==> config.mk <==
export PLATFORM = sky130hd
export DESIGN_NAME = uart_rx_8n1
export DESIGN_NICKNAME = d
export VERILOG_FILES = /design/src/rtl/uart_rx_8n1.sv
export SDC_FILE = /design/constraint.sdc
export NUM_CORES = 1
export LEC_CHECK = 0
export CAP_MARGIN = 20
export CORE_MARGIN = 1.5
export CORE_UTILIZATION = 60
export DETAILED_ROUTE_END_ITERATION = 6
export PLACE_DENSITY = 0.83
export SKIP_LAST_GASP = 1
export SLEW_MARGIN = 0
export SYNTH_ARGS = -nofsm -noshare
export SYNTH_HDL_FRONTEND = slang
export SYNTH_SLANG_ARGS = --single-unit
==> constraint.sdc <==
create_clock -name hwclk -period 4.3 [get_ports hwclk]
set_input_delay 0.86 -clock hwclk [delete_from_list [all_inputs] [get_ports hwclk]]
set_output_delay 0.86 -clock hwclk [all_outputs]
set_load 0.05 [all_outputs]
==> src/rtl/uart_rx_8n1.sv <==
// uart_rx_8n1: 8N1 UART receiver, LSB first, with a valid/ready byte output.
// Ports: hwclk, rst_n (async low), ftdi_rx (serial in), rxbyte/rxvalid/rxready
// (byte handshake), frame_err and overrun (1-cycle pulses), busy (not IDLE).
module uart_rx_8n1 #(
    parameter int CLKS_PER_BIT = 1250
) (
    input  logic       hwclk,
    input  logic       rst_n,
    input  logic       ftdi_rx,
    output logic [7:0] rxbyte,
    output logic       rxvalid,
    input  logic       rxready,
    output logic       frame_err,
    output logic       overrun,
    output logic       busy
);

    localparam int HALF_BIT = CLKS_PER_BIT / 2;
    localparam int CNT_W    = $clog2(CLKS_PER_BIT);

    localparam logic [CNT_W-1:0] HALF_END = CNT_W'(HALF_BIT - 1);
    localparam logic [CNT_W-1:0] BIT_END  = CNT_W'(CLKS_PER_BIT - 1);

    typedef enum logic [2:0] {
        S_IDLE,
        S_START,
        S_DATA,
        S_STOP,
        S_WAIT_HIGH
    } state_t;

    state_t           r_state;
    state_t           w_state_nx;
    logic             r_sync1;
    logic             r_sync2;
    logic             w_rx_s;
    logic [CNT_W-1:0] r_cnt;
    logic [CNT_W-1:0] w_cnt_nx;
    logic [2:0]       r_idx;
    logic [2:0]       w_idx_nx;
    logic [7:0]       r_shreg;
    logic [7:0]       w_shreg_nx;
    logic             w_done;
    logic             w_ferr;
    logic             w_accept;
    logic             w_load;
    logic             w_ovr;

    assign w_rx_s = r_sync2;
    assign busy   = (r_state != S_IDLE);

    always_ff @(posedge hwclk or negedge rst_n) begin
        if (!rst_n) begin
            r_sync1 <= 1'b1;
            r_sync2 <= 1'b1;
        end else begin
            r_sync1 <= ftdi_rx;
            r_sync2 <= r_sync1;
        end
    end

    always_ff @(posedge hwclk or negedge rst_n) begin
        if (!rst_n) begin
            r_state <= S_IDLE;
            r_cnt   <= '0;
            r_idx   <= '0;
            r_shreg <= '0;
        end else begin
            r_state <= w_state_nx;
            r_cnt   <= w_cnt_nx;
            r_idx   <= w_idx_nx;
            r_shreg <= w_shreg_nx;
        end
    end

    // The bit timer only runs in START/DATA/STOP and clears at each
    // sample point, so it never needs to wrap.
    always_comb begin
        w_state_nx = r_state;
        w_cnt_nx   = r_cnt + CNT_W'(1);
        w_idx_nx   = r_idx;
        w_shreg_nx = r_shreg;
        w_done     = 1'b0;
        w_ferr     = 1'b0;
        unique case (r_state)
            S_IDLE: begin
                w_cnt_nx = '0;
                if (!w_rx_s) begin
                    w_state_nx = S_START;
                end
            end
            S_START: begin
                if (r_cnt == HALF_END) begin
                    w_cnt_nx = '0;
                    w_idx_nx = '0;
                    if (w_rx_s) begin
                        w_state_nx = S_IDLE;
                    end else begin
                        w_state_nx = S_DATA;
                    end
                end
            end
            S_DATA: begin
                if (r_cnt == BIT_END) begin
                    w_cnt_nx   = '0;
                    w_shreg_nx = {w_rx_s, r_shreg[7:1]};
                    if (r_idx == 3'd7) begin
                        w_state_nx = S_STOP;
                    end else begin
                        w_idx_nx = r_idx + 3'd1;
                    end
                end
            end
            S_STOP: begin
                if (r_cnt == BIT_END) begin
                    w_cnt_nx = '0;
                    if (w_rx_s) begin
                        w_done     = 1'b1;
                        w_state_nx = S_IDLE;
                    end else begin
                        w_ferr     = 1'b1;
                        w_state_nx = S_WAIT_HIGH;
                    end
                end
            end
            S_WAIT_HIGH: begin
                w_cnt_nx = '0;
                if (w_rx_s) begin
                    w_state_nx = S_IDLE;
                end
            end
            default: begin
                w_cnt_nx   = '0;
                w_state_nx = S_IDLE;
            end
        endcase
    end

    // A completing byte may replace the held one only if that one is
    // being accepted in the same cycle; otherwise it is dropped.
    assign w_accept = rxvalid & rxready;
    assign w_load   = w_done & (~rxvalid | rxready);
    assign w_ovr    = w_done & rxvalid & ~rxready;

    always_ff @(posedge hwclk or negedge rst_n) begin
        if (!rst_n) begin
            rxbyte    <= 8'h00;
            rxvalid   <= 1'b0;
            frame_err <= 1'b0;
            overrun   <= 1'b0;
        end else begin
            frame_err <= w_ferr;
            overrun   <= w_ovr;
            if (w_load) begin
                rxbyte  <= r_shreg;
                rxvalid <= 1'b1;
            end else if (w_accept) begin
                rxvalid <= 1'b0;
            end
        end
    end

endmodule
Yosys cells after proc, flatten, opt, wreduce, memory -nomap -nowiden
Index checks and enable logic that the tools add are counted.
{ "totals": {"output_inout_bits": 12, "regBits": 38, "wordCells": 65, "inputBits": 4} }
{ "classes": {"n_reduce_logical": 8, "n_mux": 24, "n_bitwise": 7, "add_sub_neg": 2, "eq_ne": 14} }
{ "ops": {"columns": ["cell", "count"], "rows": [
  ["$mux W3", 10],
  ["$mux W11", 2],
  ["$pmux W11 S2", 1],
  ["$pmux W3 S5", 1],
  ["$ne A2 B2 Y1 const B", 7],
  ["$add A11 B1 Y11 const B", 1],
  ["$eq A11 B10 Y1 const B", 1],
  ["$eq A11 B11 Y1 const B", 1],
  ["$mux W1", 8],
  ["$eq A3 B2 Y1 const B", 2],
  ["$eq A3 B3 Y1 const B", 2],
  ["$pmux W3 S2", 1],
  ["$reduce_and A6 Y1", 1],
  ["$and A1 B1 Y1", 4],
  ["$reduce_and A4 Y1", 1],
  ["$reduce_bool A2 Y1", 2],
  ["$add A3 B1 Y3 const B", 1],
  ["$eq A3 B1 Y1 const B", 1],
  ["$logic_not A3 Y1", 1],
  ["$reduce_bool A3 Y1", 1],
  ["$mux W2", 1],
  ["$not A1 Y1", 2],
  ["$reduce_and A2 Y1", 1],
  ["$reduce_or A2 Y1", 1],
  ["$or A1 B1 Y1", 1]
]} }

Longest topological paths before layout
Gate-level depths: netlist (run 1).
{ "depth": {"word_depth": 5, "ltp_mapped": 8, "ltp_nobuf": 6} }

Worst setup path before layout (run 1)
OpenSTA, ideal clock, no wires.
{ "synth_path": {"path_type": "reg-to-output", "startpoint": "reg r_state[0]", "endpoint": "out busy", "required_ns": 3.440, "stages_incl_launch_ff": 3, "setup_slack_ns": 2.307, "path_buffers": 1, "arrival_time_ns": 1.133, "path_cell_list": "dfrtp_1 clkbuf_1 or3_1"} }
{ "synth_between": {"elab_chain_cells": 1} }
{ "synth_lines": {"columns": ["element", "line_no", "text"], "rows": [
  ["from (decl)", "32", "state_t r_state;"],
  ["from (signal assigned)", "69", "r_state <= w_state_nx;"],
  ["$reduce_bool A3 Y1", "50", "assign busy = (r_state != S_IDLE);"],
  ["to (decl)", "15", "output logic busy"]
]} }
Every way passes these cells.

Final worst setup path (run 1)
Ends and elaborated chain as after synthesis.

==> results of run 1 <==
layer usage:
layer | track usage (%) | up-vias
li1 | - | 546
met1 | 26.36 | 552
met2 | 31.66 | 28
met3 | 5.442 | 5
met4 | 7.973 | 0
met5 | 0 | -
synthesized netlist by cell type (2+ instances only):
library cell / count
a22o_1: 2
xnor2_1: 8
inv_1: 6
buf_2: 2
buf_6: 2
nor4b_1: 2
nand2_1: 6
xor2_1: 2
nor3_1: 6
mux2_2: 9
ha_1: 5
dfrtp_1: 36
nand4_1: 2
mux2_4: 8
dfstp_2: 2
a211oi_1: 2
nor2_1: 17
nor2b_1: 2
nand3_1: 5
flip-flops by register name (all words and copies together), names as in the netlist, 3 cells and up:
name     cells
r_cnt       11
rxbyte       8
r_idx        3
r_shreg      8
r_state      3
layout make-up:
cell class              count  area, µm²
clock inverters             1      30.03
fillers                   188      782.0
well taps                  31      38.79
repair buffers             15      145.1
multi-input cells          97      764.5
inverters                   6      22.52
flip-flops and latches     38      953.4
clock buffers               7      45.04
metrics by stage:
stage	utilization [%]	cell area [µm²]
after global placement	69.19	1924
after CTS	71.88	1999
final	71.88	1999
after floorplan	-	1777
after global routing	71.88	1999
after detailed placement	69.19	1924
path summary, 6_finish.rpt:
check | startpoint | end | slack, ns | depth (start not counted)
max in group asynchronous | rst_n | r_state[2] | 3.20 | 1
setup / recovery | r_state[0] | busy | 1.52 | 2
hold reg to reg | r_sync1 | r_sync2 | 0.36 | 0
setup reg to reg | r_cnt[1] | rxbyte[3] | 1.72 | 6
hold / removal | r_sync1 | r_sync2 | 0.36 | 0
min in group asynchronous | rst_n | r_idx[0] | 0.58 | 1
cell families (layout without fill, tap and decap cells):
| family | count (synthesis) | count (layout) |
|---|---|---|
| compound gates | 11 | 11 |
| xor+xnor | 10 | 10 |
| fa+ha+maj | 5 | 5 |
| buf+inv | 11 | 29 |
| flops | 38 | 38 |
| mux | 17 | 17 |
| simple gates | 54 | 54 |
power breakdown:
group	internal (W)	switching (W)	total, W
Clock	0.000123	0.000108	0.000231
Combinational	0.00000218	0.00000666	0.00000884
Sequential	0.000359	0.00000112	0.000360
worst max-delay path, cell delays in order, from the launching register on:
cell	delay [ns]
dfrtp_1	0.54
or3_1	0.36
clkdlybuf4s50_1	0.70
cell usage in the layout (no fill, tap or decap), types with 5 or more instances in the layout:
cell and n:
xnor2_1 8, clkdlybuf4s50_1 14, nor2_1 17, mux2_4 8, mux2_2 9, nand2_1 6
nor3_1 6, ha_1 5, inv_1 6, nand3_1 5, dfrtp_1 36, clkbuf_4 5
==> impl_metrics.json, run 1 <==
{
  "status": "finished clean",
  "vdd_ir_drop_max_v": 0.0003179,
  "critPathCaptureType": "primary output",
  "crit_fanout": 15,
  "clockRootBuffer": "clkbuf_4",
  "antenna_found_initial": 0,
  "netlist-cell-type-count": 41,
  "yosysTopAreaCellShare_pct": 50.70,
  "powerDensity_nw_per_um2": 300.0,
  "fin_skew_ns": 0.01323,
  "wl_met3_um": 109,
  "cts-hold-fix-buffers": 0,
  "die_area_um2": 3296,
  "synthAdderAreaFrac_pct": 3.521,
  "drt_wl_total_mm": 2.829,
  "place_inst": 187,
  "fin_crit_sh_pct": 64.76,
  "slew_viol_final": 0,
  "synth-simple-area-share_pct": 17.04,
  "path_class": "reg2out",
  "detailed_place_hpwl_mm": 2.061,
  "postSynthCellCount": 146,
  "grt_max_degree": 39,
  "avgSynthCellArea_um2": 12.17,
  "fmax_mhz": 359.1,
  "synth_top_family_by_area": "simple AND/OR/NAND/NOR gates",
  "synth_seq_cells": 38,
  "rows": 19,
  "crit_arrival_ns": 1.92,
  "grt_pass1_wl_mm": 4.926,
  "synth_nets": 155,
  "synthXorXnorAreaFrac_pct": 4.930,
  "io_pins": 16,
  "worst_setup_path_start_kind": "flip-flop",
  "cp.required_ns": 3.44,
  "max_cap_viol_count": 0,
  "fp.dieH_um": 57.42,
  "wl_met1_mm": 1.242,
  "synthFlopType": "dfrtp_1",
  "synthArstFlopShare_pct": 100.0,
  "drtPass1Iterations": 4,
  "synth_top_area_cell": "dfrtp_1",
  "core-area_um2": 2781,
  "htreeDepth": 2,
  "gr-total-overflow": 0,
  "leakage_nw": 0.9426,
  "hold_ws_ns": 0.3598,
  "routed.top_layer": "met4",
  "grt_use_total_pct": 20.04,
  "maxSlewHeadroom_pct": 39.26,
  "drive_gt1_share_pct": 18.90,
  "synth_area_leaders": "dfrtp_1 51%, mux2_4 6.8%, mux2_2 5.7%",
  "cts.clk_slew.worst_paths_ns": 0.09,
  "io_buffers": 15,
  "cts_buffer_depth": 2,
  "diodes": 0,
  "ant_nets": 0,
  "clock_latency_ns": 0.34,
  "fin_total_pwr_w": 0.0005998,
  "synth_enable_flop_cells": 0,
  "first_global_vias": 1077,
  "final_hold_viol_count": 0,
  "drc": 0,
  "hold_path.class": "reg2reg",
  "muxShareOfSynthArea_pct": 12.46,
  "route.met2.wl_mm": 1.426,
  "rsz0062_at_grt": "false",
  "synth-compound-area-share_pct": 5.070,
  "start_util_pct": 63.88,
  "die_w_um": 57.42,
  "place_ws_ns": 1.725,
  "cts_buffers": 5,
  "ys_seq_area_share_pct": 53.66,
  "vias": 1131,
  "setup_ws_ns": 1.515,
  "tns_ns": 0,
  "cts_resized": 0,
  "synthesis.area_um2": 1777,
  "via_per_inst": 5.800,
  "finalNonFillerCells": 195,
  "final.min_clock_period_ns": 2.785,
  "fin_nets": 172,
  "setup_viol": 0,
  "drt-initial-drc-count": 46,
  "post_cts_buffers": 0,
  "ys_warn_count": 0,
  "wire_per_inst_um": 14.51,
  "clock_sinks": 38,
  "worst_slew_pin_slew_ns": 0.9076,
  "syn_to_final_growth_pct": 12.54,
  "cts_tree": "built",
  "gp_congestion": 0.8133
}
Power figures use the tool's default switching activity.
==> run 2, diff against run 1 <==
--- a/config.mk
+++ b/config.mk
@@ -7,9 +7,9 @@
 export LEC_CHECK = 0
 export CAP_MARGIN = 20
 export CORE_MARGIN = 1.5
-export CORE_UTILIZATION = 60
+export CORE_UTILIZATION = 51
 export DETAILED_ROUTE_END_ITERATION = 6
-export PLACE_DENSITY = 0.83
+export PLACE_DENSITY = 0.75
 export SKIP_LAST_GASP = 1
 export SLEW_MARGIN = 0
 export SYNTH_ARGS = -nofsm -noshare
==> constraint.sdc (replaced) <==
create_clock -name hwclk -period 2.3 [get_ports hwclk]
set_input_delay 0.46 -clock hwclk [delete_from_list [all_inputs] [get_ports hwclk]]
set_output_delay 0.46 -clock hwclk [all_outputs]
set_load 0.05 [all_outputs]
==> impl_metrics.json, run 2 (same netlist as run 1, synthesis figures left out) <==
{
  "drive_gt1_share_pct": 22.02,
  "fin_nets": 176,
  "drt-initial-drc-count": 36,
  "syn_to_final_growth_pct": 14.58,
  "fp.dieH_um": 62.03,
  "first_global_vias": 1098,
  "die_w_um": 62.03,
  "io_buffers": 15,
  "clock_sinks": 38,
  "fin_crit_sh_pct": 90.67,
  "leakage_nw": 0.9544,
  "setup_viol": 0,
  "clock_latency_ns": 0.34,
  "grt_pass1_wl_mm": 4.747,
  "grt_use_total_pct": 17.16,
  "antenna_found_initial": 0,
  "place_ws_ns": 0.1729,
  "tns_ns": 0,
  "powerDensity_nw_per_um2": 514.2,
  "cp.required_ns": 1.84,
  "fin_skew_ns": 0.01280,
  "clockRootBuffer": "clkbuf_4",
  "drc": 0,
  "largest_reg_flops": 11,
  "top_register": "r_cnt",
  "max_cap_viol_count": 0,
  "detailed_place_hpwl_mm": 2.046,
  "status": "finished clean",
  "fin_total_pwr_w": 0.001047,
  "final_hold_viol_count": 0,
  "via_per_inst": 5.318,
  "cts.clk_slew.worst_paths_ns": 0.11,
  "htreeDepth": 2,
  "die_area_um2": 3847,
  "final_common_cell": "dfrtp_1",
  "finalNonFillerCells": 214,
  "hold_path.class": "in2async",
  "worst_setup_path_start_kind": "flip-flop",
  "crit_fanout": 10,
  "rsz0062_at_grt": "false",
  "start_util_pct": 53.24,
  "wire_per_inst_um": 12.78,
  "final_cell_mix": "36 x dfrtp_1, 17 x nor2_1, 13 x clkdlybuf4s50_1",
  "cts_tree": "built",
  "diodes": 0,
  "path_class": "reg2out",
  "fmax_mhz": 479.5,
  "rows": 21,
  "final.min_clock_period_ns": 2.085,
  "setup_ws_ns": 0.2146,
  "nFillCells": 285,
  "worst_slew_pin_slew_ns": 0.8043,
  "place_inst": 206,
  "cts-hold-fix-buffers": 0,
  "crit_arrival_ns": 1.63,
  "drt_wl_total_mm": 2.734,
  "core-area_um2": 3337,
  "gr-total-overflow": 0,
  "gp_congestion": 0.8474,
  "slew_viol_final": 0,
  "top_regs": "r_cnt: 11 flops, r_shreg: 8 flops, rxbyte: 8 flops",
  "drtPass1Iterations": 4,
  "cts_buffers": 5,
  "cts_buffer_depth": 2,
  "finish.utilization_pct": 61.00,
  "io_pins": 16,
  "critPathCaptureType": "primary output",
  "maxSlewHeadroom_pct": 46.38,
  "vdd_ir_drop_max_v": 0.0003200,
  "vias": 1138,
  "ant_nets": 0,
  "grt_max_degree": 39
}
run 2: final cells by class:
type,instances,area (µm²),share of cell area [%]
repair buffers,19,173.9,8.543
clock buffers,6,51.30,2.520
multi-input cells,97,764.5,37.55
well taps,46,57.56,2.827
clock inverters,2,12.51,0.6146
flip-flops and latches,38,953.4,46.83
inverters,6,22.52,1.106
run 2: report_power, final:
group / switching [W] / internal (W)
Combinational: 0.0000128 / 0.00000409
Clock: 0.000210 / 0.000147
Sequential: 0.00000210 / 0.000671
run 2: per-stage QoR:
| stage | instance area, µm² | hold WS, ns |
|---|---|---|
| 6_report | 2036 | 0.1977 |
| 5_1_grt | 2036 | 0.2474 |
| 4_1_cts | 2036 | 0.2128 |
| 3_5_place_dp | 1973 | 0.3472 |
| 3_3_place_gp | 1973 | 0.3463 |
| 2_1_floorplan | 1777 | 0.1644 |
run 2: worst paths after layout:
| kind | start | to | slack (ns) | depth (start not counted) |
|---|---|---|---|---|
| min reg2reg | r_sync1 | r_sync2 | 0.36 | 0 |
| max in group asynchronous | rst_n | r_cnt[5] | 1.59 | 1 |
| min in group hwclk | r_sync1 | r_sync2 | 0.36 | 0 |
| min | rst_n | r_cnt[4] | 0.20 | 1 |
| max reg2reg | r_cnt[1] | rxbyte[0] | 0.24 | 6 |
| max | r_state[1] | busy | 0.21 | 2 |
run 2: repair_timing:
action | in CTS | in global routing
buffers inserted | 0 | 0
gates resized for setup | 1 | 0
setup endpoints to repair | 1 | 0
run 2: critical path, stage by stage (launching register included):
cell,delay (ns)
dfrtp_1,0.49
or3_1,0.37
dlygate4sd2_1,0.42
run 2: per-layer routing:
| layer | track usage [%] | share of wire [%] | vias to the layer above |
|---|---|---|---|
| li1 | - | - | 557 |
| met3 | 3.727 | 4.1 | 7 |
| met1 | 22.41 | 46 | 552 |
| met4 | 8.207 | 2.0 | 0 |
| met2 | 27.08 | 48 | 22 |
| met5 | 0 | 0 | - |
==> variant, RTL diff (config.mk and constraints of run 2) <==
The parameter `CLKS_PER_BIT` goes from 1250 to 312.
--- a/src/rtl/uart_rx_8n1.sv
+++ b/src/rtl/uart_rx_8n1.sv
@@ -2,7 +2,7 @@
 // Ports: hwclk, rst_n (async low), ftdi_rx (serial in), rxbyte/rxvalid/rxready
 // (byte handshake), frame_err and overrun (1-cycle pulses), busy (not IDLE).
 module uart_rx_8n1 #(
-    parameter int CLKS_PER_BIT = 1250
+    parameter int CLKS_PER_BIT = 312
 ) (
     input  logic       hwclk,
     input  logic       rst_n,
Behaviour: same outputs for any inputs over 10 cycles, from zero or initial values and one cycle with rst_n low; that may be too few to reach the edited logic, so the function may still have changed.
==> variant against run 2 <==
- sequential cell count down 2
- clock skew down 0.0018 ns
- total power down 3.4%
- cell area down 5.8%
- largest cell class unchanged
- critical path depth up 4
- synthesized area down 6.1%
- largest power group unchanged
- wire length down 0.84%
- worst setup slack worse by 0.023 ns
- register-to-register slack worse by 0.05 ns
==> variant: results (changes against run 2) <==
multiplexer area fraction after synthesis 0.171 (+0.0464); WS Path Type reg -> reg; Final HPWL DP 1960 microns (-4.4%); Post-Syn Nets 131 (-15%); crit-path max cell delay 0.53 ns (+0.04 ns); VDD IR max 349 uV (+9.1%); synth top area cells dfrtp_1 (51%), mux2_4 (14%), nor2_1 (3.6%); fillcell total 254 (-11%); Leak Pwr 0.933 nW (-2.3%); most frequent cells after synthesis dfrtp_1 (34), mux2_4 (16), nor2_1 (16); clock power share 0.350 (+0.009); dpl cells 180 (-13%); Netlist cell types 37 (-9.8%); Tightest Pin Transition 0.518 ns (-0.286 ns); compound-cell area share of the yosys netlist 0.0458 (-0.00494); Slowest-stage cell, CP or4_4; Crit path max-delay family simple AND/OR/NAND/NOR gates; status complete, no violations; Total Routed Length 2710 microns (-0.84%); number of global-route vias before repair 983 (-10%); Cell Int Power 0.000792 W (-3.6%); Avg Inst Size Synth 13.5 sq um (+11%); Seq/Total Area, Yosys 0.542 (+0.00502); share of cells above drive strength 1 0.236 (+0.0159); combinational power share 0.019 (+0.003); first-pass GRT wire length 4520 microns (-4.8%); fin cells 188 (-12%); crit-path max FO 8 (-2); pin count of the biggest net entering global routing 37 (-5.1%); Data arrival, critical path 2.34 ns (+0.71 ns); worst min-delay path category reg -> reg; adder-cell share of the synthesized area 0.0225 (-0.0127); Largest regs r_cnt x9, r_shreg x8, rxbyte x8; NumNets Final 150 (-15%); Vias/cell 5.31 (-0.17%); Synth Area in XOR/XNOR 0.0420 (-0.00729)
## variant: repair_timing
action | 4_1_cts | 5_1_grt
buffers inserted | 0 | 0
hold buffers | 0 | 0
gates resized for setup | 1 | 0
setup endpoints to repair | 1 | 0
## variant: final timing paths
kind / from / end / slack (ns) / cells after the start
worst max-delay path: r_cnt[0]$_DFF_PN0_ / rxbyte[7]$_DFFE_PN0P_ / 0.19 / 6
worst min-delay path: r_sync1$_DFF_PN1_ / r_sync2$_DFF_PN1_ / 0.36 / 0
worst max register to register: r_cnt[0]$_DFF_PN0_ / rxbyte[7]$_DFFE_PN0P_ / 0.19 / 6
worst min register to register: r_sync1$_DFF_PN1_ / r_sync2$_DFF_PN1_ / 0.36 / 0
max in group asynchronous: rst_n / r_sync1$_DFF_PN1_ / 1.43 / 2
min in group asynchronous: rst_n / rxbyte[4]$_DFFE_PN0P_ / 0.52 / 2
## variant: stage by stage
step,area (sq um),util,setup slack (ns)
floorplan,1670,-,0.344
global placement,1860,0.603,0.263
detailed placement,1860,0.603,0.183
CTS,1920,0.623,0.174
global route,1920,0.623,0.0603
finish,1920,0.623,0.191
## variant: cell families (layout without fill, tap and decap cells)
| logic type | count (synthesis) | count (layout) |
|---|---|---|
| compound gates | 10 | 10 |
| xor+xnor | 8 | 8 |
| fa+ha+maj | 3 | 3 |
| buf+inv | 7 | 27 |
| flops | 36 | 36 |
| mux | 20 | 20 |
| simple gates | 40 | 40 |
## variant: final cells by class
class	instances	area share
inverter	2	0.00392
multi-input combinational	81	0.378
timing repair buffer	17	0.0855
sequential	36	0.471
tap	44	0.0287
clock inverter	1	0.00392
clock buffer	7	0.0287
## variant: routing by layer
layer  wire length [microns]  track usage
met1                    1290        0.224
met3                      92       0.0519
met4                      44       0.0889
met2                    1280        0.262
met5                       0            0
